===== src/rtl/lsm_sequencer_pkg.sv =====
// Shared ARM definitions for the load/store-multiple sequencer: state encodings
// and word size.
package lsm_sequencer_pkg;

  localparam int unsigned WORD_BYTES = 4;
  localparam logic [31:0] WORD_STEP  = 32'(WORD_BYTES);

  typedef enum logic [1:0] {
    ST_IDLE  = 2'd0,
    ST_SETUP = 2'd1,
    ST_XFER  = 2'd2,
    ST_DONE  = 2'd3
  } lsm_state_t;

  // Byte span covered by n words.
  function automatic logic [31:0] words_to_bytes(input logic [4:0] n);
    return 32'(n) * WORD_STEP;
  endfunction

endpackage


===== src/rtl/prio_enc_16.sv =====
// Lowest-set-bit encoder: index of the lowest-numbered set bit plus a valid flag.
module prio_enc_16 (
  input  logic [15:0] vec,
  output logic [3:0]  idx,
  output logic        valid
);

  // Scan high to low so the lowest set bit is the last one written.
  always_comb begin
    idx = 4'd0;
    for (int i = 15; i >= 0; i--) begin
      if (vec[i]) idx = 4'(i);
    end
    valid = |vec;
  end

endmodule


===== src/rtl/lsm_sequencer.sv =====
// Load/store-multiple sequencer: walks a 16-bit register list and issues one
// memory beat per set bit, lowest register at the lowest address.
//
// state    | meaning
// ---------|---------------------------------------------------------------
// ST_IDLE  | waiting for START; latches list, P, U and base on acceptance
// ST_SETUP | one cycle: popcount, start address, writeback value
// ST_XFER  | beat valid; advances on MOC, holds otherwise
// ST_DONE  | one-cycle LSM_END pulse, then back to idle
module lsm_sequencer
  import lsm_sequencer_pkg::*;
(
  input  logic        CLK,
  input  logic        RESET_N,
  input  logic        START,
  input  logic [15:0] REG_LIST,
  input  logic        P_BIT,
  input  logic        U_BIT,
  input  logic [31:0] BASE_ADDR,
  input  logic        MOC,
  output logic        BUSY,
  output logic        LSM_DETECT,
  output logic        MEM_REQ,
  output logic [3:0]  REG_NUM,
  output logic [31:0] ADDR,
  output logic [4:0]  COUNT,
  output logic [31:0] WB_ADDR,
  output logic        LSM_END
);

  lsm_state_t  state_q, state_d;
  logic [15:0] list_q;
  logic        p_q, u_q;
  logic [31:0] base_q;
  logic [31:0] addr_q;
  logic [4:0]  count_q;
  logic [31:0] wb_addr_q;
  logic        detect_q;

  logic [4:0]  pop_n;
  logic [31:0] span;
  logic [31:0] start_addr;
  logic [31:0] wb_calc;
  logic [3:0]  enc_idx;
  logic        enc_valid;

  prio_enc_16 u_prio_enc (
    .vec   (list_q),
    .idx   (enc_idx),
    .valid (enc_valid)
  );

  always_comb begin
    pop_n = 5'd0;
    for (int i = 0; i < 16; i++) begin
      pop_n = pop_n + {4'd0, list_q[i]};
    end
  end

  // Decrementing modes start at the bottom of the block so beats always ascend.
  always_comb begin
    span = words_to_bytes(pop_n);
    unique case ({p_q, u_q})
      2'b01:   start_addr = base_q;
      2'b11:   start_addr = base_q + WORD_STEP;
      2'b00:   start_addr = base_q - span + WORD_STEP;
      default: start_addr = base_q - span;
    endcase
    wb_calc = u_q ? (base_q + span) : (base_q - span);
  end

  always_ff @(posedge CLK) begin
    if (!RESET_N) begin
      state_q   <= ST_IDLE;
      list_q    <= '0;
      p_q       <= 1'b0;
      u_q       <= 1'b0;
      base_q    <= '0;
      addr_q    <= '0;
      count_q   <= '0;
      wb_addr_q <= '0;
      detect_q  <= 1'b0;
    end else begin
      state_q <= state_d;
      unique case (state_q)
        ST_IDLE: begin
          if (START) begin
            list_q <= REG_LIST;
            p_q    <= P_BIT;
            u_q    <= U_BIT;
            base_q <= BASE_ADDR;
          end
        end
        ST_SETUP: begin
          count_q   <= pop_n;
          detect_q  <= (pop_n != 5'd0);
          addr_q    <= start_addr;
          wb_addr_q <= wb_calc;
        end
        ST_XFER: begin
          if (MOC) begin
            list_q[enc_idx] <= 1'b0;
            addr_q          <= addr_q + WORD_STEP;
            count_q         <= count_q - 5'd1;
          end
        end
        default: ;
      endcase
    end
  end

  always_comb begin
    state_d = state_q;
    BUSY    = 1'b0;
    MEM_REQ = 1'b0;
    LSM_END = 1'b0;
    REG_NUM = 4'd0;
    unique case (state_q)
      ST_IDLE: begin
        if (START) state_d = ST_SETUP;
      end
      ST_SETUP: begin
        BUSY    = 1'b1;
        state_d = (pop_n != 5'd0) ? ST_XFER : ST_DONE;
      end
      ST_XFER: begin
        BUSY    = 1'b1;
        MEM_REQ = enc_valid;
        REG_NUM = enc_idx;
        if (MOC && (count_q == 5'd1)) state_d = ST_DONE;
      end
      default: begin
        BUSY    = 1'b1;
        LSM_END = 1'b1;
        state_d = ST_IDLE;
      end
    endcase
  end

  assign ADDR       = addr_q;
  assign COUNT      = count_q;
  assign WB_ADDR    = wb_addr_q;
  assign LSM_DETECT = detect_q;

endmodule


===== config.mk =====
export PLATFORM = sky130hd
export DESIGN_NAME = lsm_sequencer
export DESIGN_NICKNAME = d
export VERILOG_FILES = /design/src/rtl/lsm_sequencer_pkg.sv /design/src/rtl/prio_enc_16.sv /design/src/rtl/lsm_sequencer.sv
export SDC_FILE = /design/constraint.sdc
export NUM_CORES = 1
export LEC_CHECK = 0
export ABC_AREA = 1
export BUFFER_PORTS_ARGS = -buffer_cell sky130_fd_sc_hd__buf_2
export CAP_MARGIN = 40
export CORE_ASPECT_RATIO = 0.8
export CORE_MARGIN = 2
export CORE_UTILIZATION = 40
export DETAILED_ROUTE_END_ITERATION = 10
export PLACE_DENSITY = 0.68
export SYNTH_ARGS = -nofsm -noshare
export SYNTH_HDL_FRONTEND = slang
export SYNTH_SLANG_ARGS = --single-unit

===== constraint.sdc =====
create_clock -name CLK -period 11.7 [get_ports CLK]
set_input_delay 1.755 -clock CLK [delete_from_list [all_inputs] [get_ports CLK]]
set_output_delay 1.755 -clock CLK [all_outputs]
set_load 0.03 [all_outputs]

==> run metrics, run 1 <==
status=complete, no violations; Worst path max stage delay=0.58 ns; top post-synthesis cells by area=dfxtp_1 24%, nand2_1 15%, a21oi_1 8.5%; CP endpoint kind=register; number of global-route vias before repair=10,279; syn avg cell area=6.10 um2; final setup TNS=0 ns; Post-synth EDFFs=0; Simple-Gate Fraction of Synth Area=0.366; crit path time final=6.28 ns; routed length per instance=18.3 um; Core Area=25,400 um2; clock skew=0.0120 ns; total grt overflow=0; post-synthesis xor/xnor area fraction=0.0237; RSZ-0062 raised after global routing=no; Routability Congestion=1.03; Post-CTS Hold Buffers=0; crit path DAT=6.64 ns; asr flop ratio synth=0; crit-path most repeated cell=nand2_1; Fin. Hold Viols=0; post-detailed-route count of antenna-violating nets=0; Worst path slowest cell=fa_1; deepest clock path buffer count=2; Synth Warn #=0; largest net degree at the start of global routing=66; Max Cap Viol=0; post-synth top area share=0.236; starting density of the core=0.409; CP required=12.06 ns; Synth Area in Compound Gates=0.215; layout cells sized above 1=0.149; adder-cell share of the synthesized area=0.0570; dominant synthesized flop cell=dfxtp_1; CTS tree=built; first-pass GRT wire length=60,000 um; Cell Area, Synth=10,400 um2; Clk Tree Root Cell=clkbuf_16; Top-Level Pins=131; Critical Path Fanout Max=12; n_diodes=0; Post-CTS Resized=0; drt first-iter violations=1,322; Worst Setup Start Kind=register; # Post-CTS Setup Buffers=0; Die Y=148 um; Seq/Total Area, Yosys=0.236; cts bufs inserted=17; Post-Route WL=38,800 um; DR vias=11,982; Setup Crit Path Kind=reg2reg; area leader, netlist=dfxtp_1; largest family of logic cells by synthesized area=simple AND/OR/NAND/NOR gates; net count after synthesis=1,794; drt via density=5.66; Total GRT Usage=0.286; distinct cell type count of the synthesized netlist=51; Area growth syn-to-layout=13.6%; NumNets Final=1,875; detailed placement HPWL=29,800 um; Slew HR=0.431; H-tree depth=4; clock sinks=122; fmax=159 MHz; port buffer count=130; setup violators final=0; count leader, synth=nand2_1; multiplexer share of the synthesized area=0; Die Wd=184 um; Rows=52; drt pass-1 iters=8; antenna violations before repair=0; worst slew pin tran=0.852 ns; Post-Synthesis Cells=1,700; Skew-Pair Late Insertion Delay=0.43 ns; CTS clock-pin slew for the worst setup and hold paths=0.06 ns; Synth top cells by count=415 x nand2_1, 177 x a21oi_1, 164 x inv_1, 156 x nand3_1, 137 x nor2_1; die area=27,200 um2; HP Class=reg2reg; Final Max Slew Viols=0; Synth Register Bits=122; final period utilization=0.537; Remaining DRCs=0
-- critical path: cells and delay by family (launching register included) --
family	cells	cell delay, ns
compound gates	4	0.54
buf+inv	3	0.33
fa+ha+maj	6	2.74
simple gates	15	1.94
xor+xnor	1	0.26
flops	1	0.38
-- area by class of cell --
cell class              instances  area (um2)
clock buffers                  20         447
flip-flops and latches        122        2440
fillers                      2647       13600
well taps                     324         405
multi-input cells            1311        6880
clock inverters                11        97.6
repair buffers                145         823
inverters                     184         693
-- cells by family (layout without fill, tap and decap cells) --
logic type / count (synthesis) / in the layout
simple gates: 843 / 843
flops: 122 / 122
compound gates: 400 / 400
fa+ha+maj: 40 / 40
xor+xnor: 28 / 28
buf+inv: 267 / 360
-- sequential cells by signal, indices dropped and copies added (netlist names) --
name and cells:
ADDR 32, COUNT 5, LSM_DETECT 1, WB_ADDR 32, base_q 32, list_q 16, p_q 1, state_q 2
u_q 1
-- path summary, 6_finish.rpt --
kind              startpoint  cells past startpoint         end  slack [ns]
hold reg to reg   WB_ADDR[1]                      2  WB_ADDR[1]        0.46
setup / recovery   list_q[0]                     29    ADDR[25]        5.42
setup reg to reg   list_q[0]                     29    ADDR[25]        5.42
hold / removal    WB_ADDR[1]                      2  WB_ADDR[1]        0.46
-- layer usage --
metal | vias to the layer above | track usage | routed length (um)
met1 | 5471 | 0.482 | 19800
met2 | 651 | 0.347 | 13900
li1 | 5832 | - | -
met3 | 28 | 0.0791 | 4750
met5 | - | 0 | 0
met4 | 0 | 0.0432 | 335
-- stage by stage --
step / util / worst slack, ns / cell area, um2 / std cells / hold WS, ns
2_1_floorplan: - / 6.38 / 10400 / 1700 / 0.459
3_3_place_gp: 0.439 / 5.66 / 11100 / 2081 / 0.449
3_5_place_dp: 0.443 / 5.60 / 11200 / 2086 / 0.451
4_1_cts: 0.464 / 5.56 / 11800 / 2117 / 0.460
5_1_grt: 0.464 / 4.96 / 11800 / 2117 / 0.484
6_report: 0.464 / 5.42 / 11800 / 2117 / 0.462
-- cell usage in the layout, fill, tap and decap left out, types with 3 or more instances in the layout --
master / count
a21oi_1: 176
a21oi_2: 7
a31oi_1: 15
buf_2: 130
buf_4: 11
clkbuf_16: 17
clkinv_1: 9
clkinv_2: 4
clkinvlp_4: 4
dfxtp_1: 122
fa_1: 12
ha_1: 26
inv_1: 164
inv_2: 10
nand2_1: 414
nand2_2: 21
nand3_1: 156
nand3_2: 7
nand4_1: 32
nor2_1: 137
nor2_2: 19
nor2_4: 10
nor3_1: 18
nor3_2: 5
nor4_1: 10
o211ai_1: 37
o21ai_0: 132
o21ai_1: 6
o21bai_1: 5
o221ai_1: 5
o31ai_1: 3
or2_2: 6
xnor2_1: 5
xor2_1: 23
Power of run 1 is not shown: default switching activity piles up to over one toggle a cycle in this logic, so the estimate is an artifact.
==> run 2, diff against run 1 <==
--- a/config.mk
+++ b/config.mk
@@ -5,7 +5,7 @@
 export SDC_FILE = /design/constraint.sdc
 export NUM_CORES = 1
 export LEC_CHECK = 0
-export ABC_AREA = 1
+export ABC_AREA = 0
 export BUFFER_PORTS_ARGS = -buffer_cell sky130_fd_sc_hd__buf_2
 export CAP_MARGIN = 40
 export CORE_ASPECT_RATIO = 0.8
==> constraint.sdc (replaced) <==
create_clock -name CLK -period 6.5 [get_ports CLK]
set_input_delay 0.975 -clock CLK [delete_from_list [all_inputs] [get_ports CLK]]
set_output_delay 0.975 -clock CLK [all_outputs]
set_load 0.03 [all_outputs]
==> run 2 against run 1 <==
Register-to-register slack got worse by 5.4 ns. Via count decreased by 6.1%. Synthesized cell count decreased by 19%.
==> run metrics, run 2 <==
CP endpoint kind=register (unchanged); Die Wd=181 um (was 184 um); Final Max Slew Viols=0 (unchanged); worst-case reg-to-reg path depth=22 (was 29); area leader, netlist=dfxtp_1 (unchanged); syn avg cell area=7.33 um2 (was 6.10 um2); Setup Crit Path Kind=reg2reg (unchanged); Die Y=146 um (was 148 um); Routability Congestion=1.01 (was 1.03); RSZ-0062 raised after global routing=yes (was no); total grt overflow=0 (unchanged); Slew HR=0.320 (was 0.431); final period utilization=0.991 (was 0.537); Core Area=24,500 um2 (was 25,400 um2); worst slew pin tran=1.02 ns (was 0.852 ns); routed length per instance=20.5 um (was 18.3 um); CTS clock-pin slew for the worst setup and hold paths=0.06 ns (about the same); Remaining DRCs=0 (unchanged); Clk Tree Root Cell=clkbuf_16 (unchanged); Cell Area, Synth=10,100 um2 (was 10,400 um2); dominant synthesized flop cell=dfxtp_1 (unchanged); setup violators final=0 (unchanged); setup slack after layout=0.0615 ns (was 5.42 ns); cts bufs inserted=17 (unchanged); most frequent cells in the layout=180 x nand2_1, 129 x buf_2, 120 x dfxtp_1, 120 x buf_4, 86 x o21ai_0 (was 414 x nand2_1, 176 x a21oi_1, 164 x inv_1); Skew-Pair Late Insertion Delay=0.44 ns (was 0.43 ns); Top-Level Pins=131 (unchanged); layout cells sized above 1=0.221 (was 0.149); Post-CTS Hold Buffers=0 (unchanged); Max Cap Viol=0 (unchanged); drt via density=6.01 (was 5.66); Synth Warn #=0 (unchanged); Fin. Hold Viols=0 (unchanged); net count after synthesis=1,467 (was 1,794); Post-Synthesis Cells=1,373 (was 1,700); port buffer count=130 (unchanged); Post-Route WL=38,400 um (was 38,800 um); CTS tree=built (unchanged); drt pass-1 iters=7 (was 8); Area growth syn-to-layout=23.8% (was 13.6%); number of global-route vias before repair=10,314 (was 10,279); starting density of the core=0.411 (was 0.409); Place WS=-0.189 ns (was 5.60 ns); clock skew=0.0119 ns (was 0.0120 ns); crit path time final=6.44 ns (was 6.28 ns); Synth Register Bits=122 (unchanged); drt first-iter violations=1,477 (was 1,322); top post-synthesis cells by area=dfxtp_1 24%, nand2_1 6.7%, xnor2_1 5.1% (was dfxtp_1 24%, nand2_1 15%, a21oi_1 8.5%); first-pass GRT wire length=59,300 um (was 60,000 um); Total GRT Usage=0.286 (about the same); clock sinks=122 (unchanged); HP Class=reg2reg (unchanged); hold path depth=2 (unchanged); distinct cell type count of the synthesized netlist=76 (was 51); n_diodes=0 (unchanged); detailed placement HPWL=28,400 um (was 29,800 um); count leader, synth=nand2_1 (unchanged); largest net degree at the start of global routing=68 (was 66); Seq/Total Area, Yosys=0.243 (was 0.236); post-detailed-route count of antenna-violating nets=0 (unchanged); Critical Path Fanout Max=5 (was 12); deepest clock path buffer count=2 (unchanged); Worst Setup Start Kind=register (unchanged); Post-synth EDFFs=0 (unchanged); NumNets Final=1,635 (was 1,875); Synth top cells by count=180 x nand2_1, 122 x dfxtp_1, 87 x o21ai_0, 85 x clkbuf_1 (was 415 x nand2_1, 177 x a21oi_1, 164 x inv_1, 156 x nand3_1, 137 x nor2_1); H-tree depth=4 (unchanged); most common cell after layout, fill and taps aside=nand2_1 (unchanged); post-synth top area share=0.243 (was 0.236); CP required=6.83 ns (was 12.06 ns); fmax=155 MHz (was 159 MHz); Rows=51 (was 52); asr flop ratio synth=0 (unchanged); antenna violations before repair=0 (unchanged); status=complete, no violations (unchanged); crit path DAT=6.77 ns (was 6.64 ns); DR vias=11,257 (was 11,982); die area=26,500 um2 (was 27,200 um2)
==> run 2: critical path, cell delays in order (launching register included) <==
cell	delay, ns
dfxtp_2	0.35
inv_4	0.05
fa_1	0.56
fa_1	0.46
fa_1	0.53
fa_1	0.41
inv_1	0.07
ha_2	0.18
inv_2	0.04
fa_2	0.42
nor2b_4	0.16
o21ai_4	0.09
ha_2	0.18
or4_4	0.42
or4_4	0.58
nor2_4	0.20
a31oi_1	0.08
o21ai_2	0.25
nand4_1	0.18
or4_4	0.58
a211oi_2	0.23
xnor2_1	0.09
a22o_1	0.20
==> run 2: worst paths after layout <==
kind         startpoint         to  slack [ns]
max           list_q[5]   ADDR[29]        0.06
min           base_q[1]  base_q[1]        0.47
min reg2reg   base_q[1]  base_q[1]        0.47
max reg2reg   list_q[5]   ADDR[29]        0.06
==> run 2: logic make-up after synthesis <==
family                     share of synthesized area
buffers and inverters                         0.0623
xor gates and xnor gates                      0.0747
DFF                                            0.243
adders and majority gates                     0.0587
AOI/OAI and AO/OA                              0.251
muxes                                         0.0348
and+or+nand+nor                                0.276
==> run 2: area by class of cell <==
class | instances | area (um2)
Fill cell | 2471 | 12000
Multi-Input combinational cell | 1089 | 7220
Sequential cell | 122 | 2440
Timing Repair Buffer | 251 | 1570
Clock buffer | 22 | 464
Tap cell | 318 | 398
Inverter | 60 | 228
Clock inverter | 10 | 143
==> run 2: metrics by stage <==
stage	utilization	hold WS, ns	cells	cell area (um2)	setup TNS, ns
floorplan	-	0.444	1373	10100	0
global placement	0.472	0.454	1830	11600	-0.0740
detailed placement	0.472	0.461	1832	11600	-0.716
CTS	0.498	0.470	1865	12200	0
global route	0.509	0.503	1872	12500	-0.635
finish	0.509	0.466	1872	12500	0
==> run 2: what timing repair did <==
| action | in CTS | in global routing |
|---|---|---|
| endpoints found under the setup margin | 10 | 22 |
| setup buffers | 1 | 7 |
| pin swaps | 2 | 19 |
| gates resized for setup | 8 | 47 |
| hold endpoints to repair | 0 | 0 |
==> run 2: layer usage <==
metal | part of all wire | global-route usage | wire length, um
met1 | 0.45 | 0.418 | 17400
met2 | 0.41 | 0.402 | 15800
met3 | 0.12 | 0.0828 | 4430
met4 | 0.019 | 0.0821 | 712
met5 | 0 | 0 | 0
Power of run 2 is left out for the same reason.
==> run 3, diff against run 2 <==
--- a/config.mk
+++ b/config.mk
@@ -6,11 +6,12 @@
 export NUM_CORES = 1
 export LEC_CHECK = 0
 export ABC_AREA = 0
-export BUFFER_PORTS_ARGS = -buffer_cell sky130_fd_sc_hd__buf_2
+export BUFFER_PORTS_ARGS = -buffer_cell sky130_fd_sc_hd__buf_4
 export CAP_MARGIN = 40
 export CORE_ASPECT_RATIO = 0.8
 export CORE_MARGIN = 2
 export CORE_UTILIZATION = 40
+export CTS_BUF_LIST = sky130_fd_sc_hd__clkbuf_4 sky130_fd_sc_hd__clkbuf_8 sky130_fd_sc_hd__clkbuf_16
 export DETAILED_ROUTE_END_ITERATION = 10
 export PLACE_DENSITY = 0.68
 export SYNTH_ARGS = -nofsm -noshare
==> constraint.sdc (replaced) <==
create_clock -name CLK -period 7.4 [get_ports CLK]
set_input_delay 1.11 -clock CLK [delete_from_list [all_inputs] [get_ports CLK]]
set_output_delay 1.11 -clock CLK [all_outputs]
set_load 0.03 [all_outputs]
==> run 3 against run 2 <==
Via count down 4.4%. Register-to-register slack better by 0.23 ns. Sequential share of layout area rose by 0.94 points. Largest cell class unchanged. Highest routed layer unchanged.
==> run metrics, run 3 (synthesis results as in run 2) <==
setup violators final=0 (unchanged); Total GRT Usage=0.277 (was 0.286); drt first-iter violations=1,146 (was 1,477); Final Max Slew Viols=0 (unchanged); most common cell after layout, fill and taps aside=nand2_1 (unchanged); antenna violations before repair=0 (unchanged); largest net degree at the start of global routing=88 (was 68); cts bufs inserted=17 (unchanged); final setup TNS=0 ns (unchanged); Worst path max stage delay=0.63 ns (was 0.58 ns); drt pass-1 iters=5 (was 7); CP required=7.73 ns (was 6.83 ns); Top-Level Pins=131 (unchanged); Critical Path Fanout Max=9 (was 5); layout cells sized above 1=0.152 (was 0.221); final period utilization=0.961 (was 0.991); port buffer count=130 (unchanged); Clk Tree Root Cell=clkbuf_16 (unchanged); drt via density=6.03 (was 6.01); detailed placement HPWL=27,500 um (was 28,400 um); Worst path slowest cell=or4_1 (was or4_4); starting density of the core=0.411 (unchanged); die area=26,500 um2 (unchanged); H-tree depth=4 (unchanged); CTS clock-pin slew for the worst setup and hold paths=0.07 ns (was 0.06 ns); DR vias=10,759 (was 11,257); Setup Crit Path Kind=reg2reg (unchanged); Routability Congestion=1.00 (was 1.01); Fin. Hold Viols=0 (unchanged); Worst Setup Start Kind=register (unchanged); fmax=141 MHz (was 155 MHz); status=complete, no violations (unchanged); first-pass GRT wire length=57,600 um (was 59,300 um); HP Class=reg2reg (unchanged); Slew HR=0.368 (was 0.320); clock sinks=122 (unchanged); Post-Route WL=37,500 um (was 38,400 um); NumNets Final=1,546 (was 1,635); deepest clock path buffer count=2 (unchanged); crit path DAT=7.45 ns (was 6.77 ns); CTS tree=built (unchanged); crit path time final=7.11 ns (was 6.44 ns); CP endpoint kind=register (unchanged); Post-CTS Hold Buffers=0 (unchanged); n_diodes=0 (unchanged); routed length per instance=21.1 um (was 20.5 um); Core Area=24,500 um2 (unchanged); most frequent cells in the layout=180 x nand2_1, 160 x buf_4, 122 x dfxtp_1 (was 180 x nand2_1, 129 x buf_2, 120 x dfxtp_1, 120 x buf_4, 86 x o21ai_0); Die Y=146 um (unchanged); Die Wd=181 um (unchanged); post-detailed-route count of antenna-violating nets=0 (unchanged); Skew-Pair Late Insertion Delay=0.44 ns (about the same); Area growth syn-to-layout=18.1% (was 23.8%); total grt overflow=0 (unchanged); RSZ-0062 raised after global routing=no (was yes); clock skew=0.0127 ns (was 0.0119 ns); CP Cell Sequence=inv_1 -> fa_1 -> fa_1 -> fa_1 -> fa_1 -> inv_1 -> ha_1 -> a21o_1 -> a21oi_1 -> xor2_1 -> inv_1 -> ha_1 -> a2111oi_4 -> buf_4 -> or4_1 -> or2_1 -> o21ai_1 -> nand4_1 -> or4_4 -> a211oi_2 -> xnor2_1 -> a22o_1 (was inv_4 -> fa_1 -> fa_1 -> fa_1 -> fa_1 -> inv_1 -> ha_2 -> inv_2 -> fa_2 -> nor2b_4 -> o21ai_4 -> ha_2 -> or4_4 -> or4_4 -> nor2_4 -> a31oi_1 -> o21ai_2 -> nand4_1 -> or4_4 -> a211oi_2 -> xnor2_1 -> a22o_1); worst slew pin tran=0.944 ns (was 1.02 ns); crit-path most repeated cell=fa_1 (unchanged); Max Cap Viol=0 (unchanged); number of global-route vias before repair=9,798 (was 10,314); Rows=51 (unchanged); Remaining DRCs=0 (unchanged)
run 3: cell types whose count changed in the layout (fill, tap and decap cells not counted), sizes merged:
cell / before / now
clkinv: 4 / 9
bufinv: 3 / 1
a2111oi: 5 / 6
inv: 59 / 62
clkbuf: 22 / 18
buf: 251 / 161
clkinvlp: 4 / 2
run 3: through the flow:
step,setup slack (ns),util,cell area (um2),instances,hold slack [ns]
5_1_grt,0.0289,0.485,11900,1783,0.490
3_3_place_gp,0.348,0.459,11200,1746,0.455
3_5_place_dp,0.272,0.460,11300,1748,0.463
4_1_cts,0.226,0.483,11800,1780,0.471
6_report,0.287,0.485,11900,1783,0.473
2_1_floorplan,0.930,-,10100,1373,0.444
run 3: worst max-delay path, delay by kind of cell, from the launching register on:
| family | cells | cell delay, ns |
|---|---|---|
| compound gates | 6 | 1.17 |
| xor+xnor | 2 | 0.39 |
| fa+ha+maj | 6 | 2.82 |
| buf+inv | 4 | 0.44 |
| flops | 1 | 0.46 |
| simple gates | 4 | 1.71 |
run 3: layer usage:
metal | share of wire | vias up | track usage | routed length (um)
li1 | - | 5073 | - | -
met1 | 0.47 | 5105 | 0.413 | 17800
met2 | 0.41 | 545 | 0.391 | 15500
met3 | 0.099 | 36 | 0.0723 | 3730
met4 | 0.014 | 0 | 0.0679 | 533
met5 | 0 | - | 0 | 0
run 3: worst paths after layout:
path | startpoint | endpoint | slack (ns) | depth (start not counted)
max | list_q[3] | ADDR[29] | 0.29 | 22
min | base_q[0] | base_q[0] | 0.47 | 2
max reg2reg | list_q[3] | ADDR[29] | 0.29 | 22
min reg2reg | base_q[0] | base_q[0] | 0.47 | 2
run 3: cell type report:
class	instances	area, um2
Timing Repair Buffer	161	1210
Tap cell	318	398
Inverter	60	225
Multi-Input combinational cell	1090	7040
Clock inverter	14	123
Sequential cell	122	2440
Fill cell	2538	12600
Clock buffer	18	439
run 3: timing repair:
item	in CTS	in global routing
endpoints found under the hold margin	0	0
endpoints found under the setup margin	0	6
buffers inserted	0	2
resized for setup	0	7
Power of run 3 is left out for the same reason.
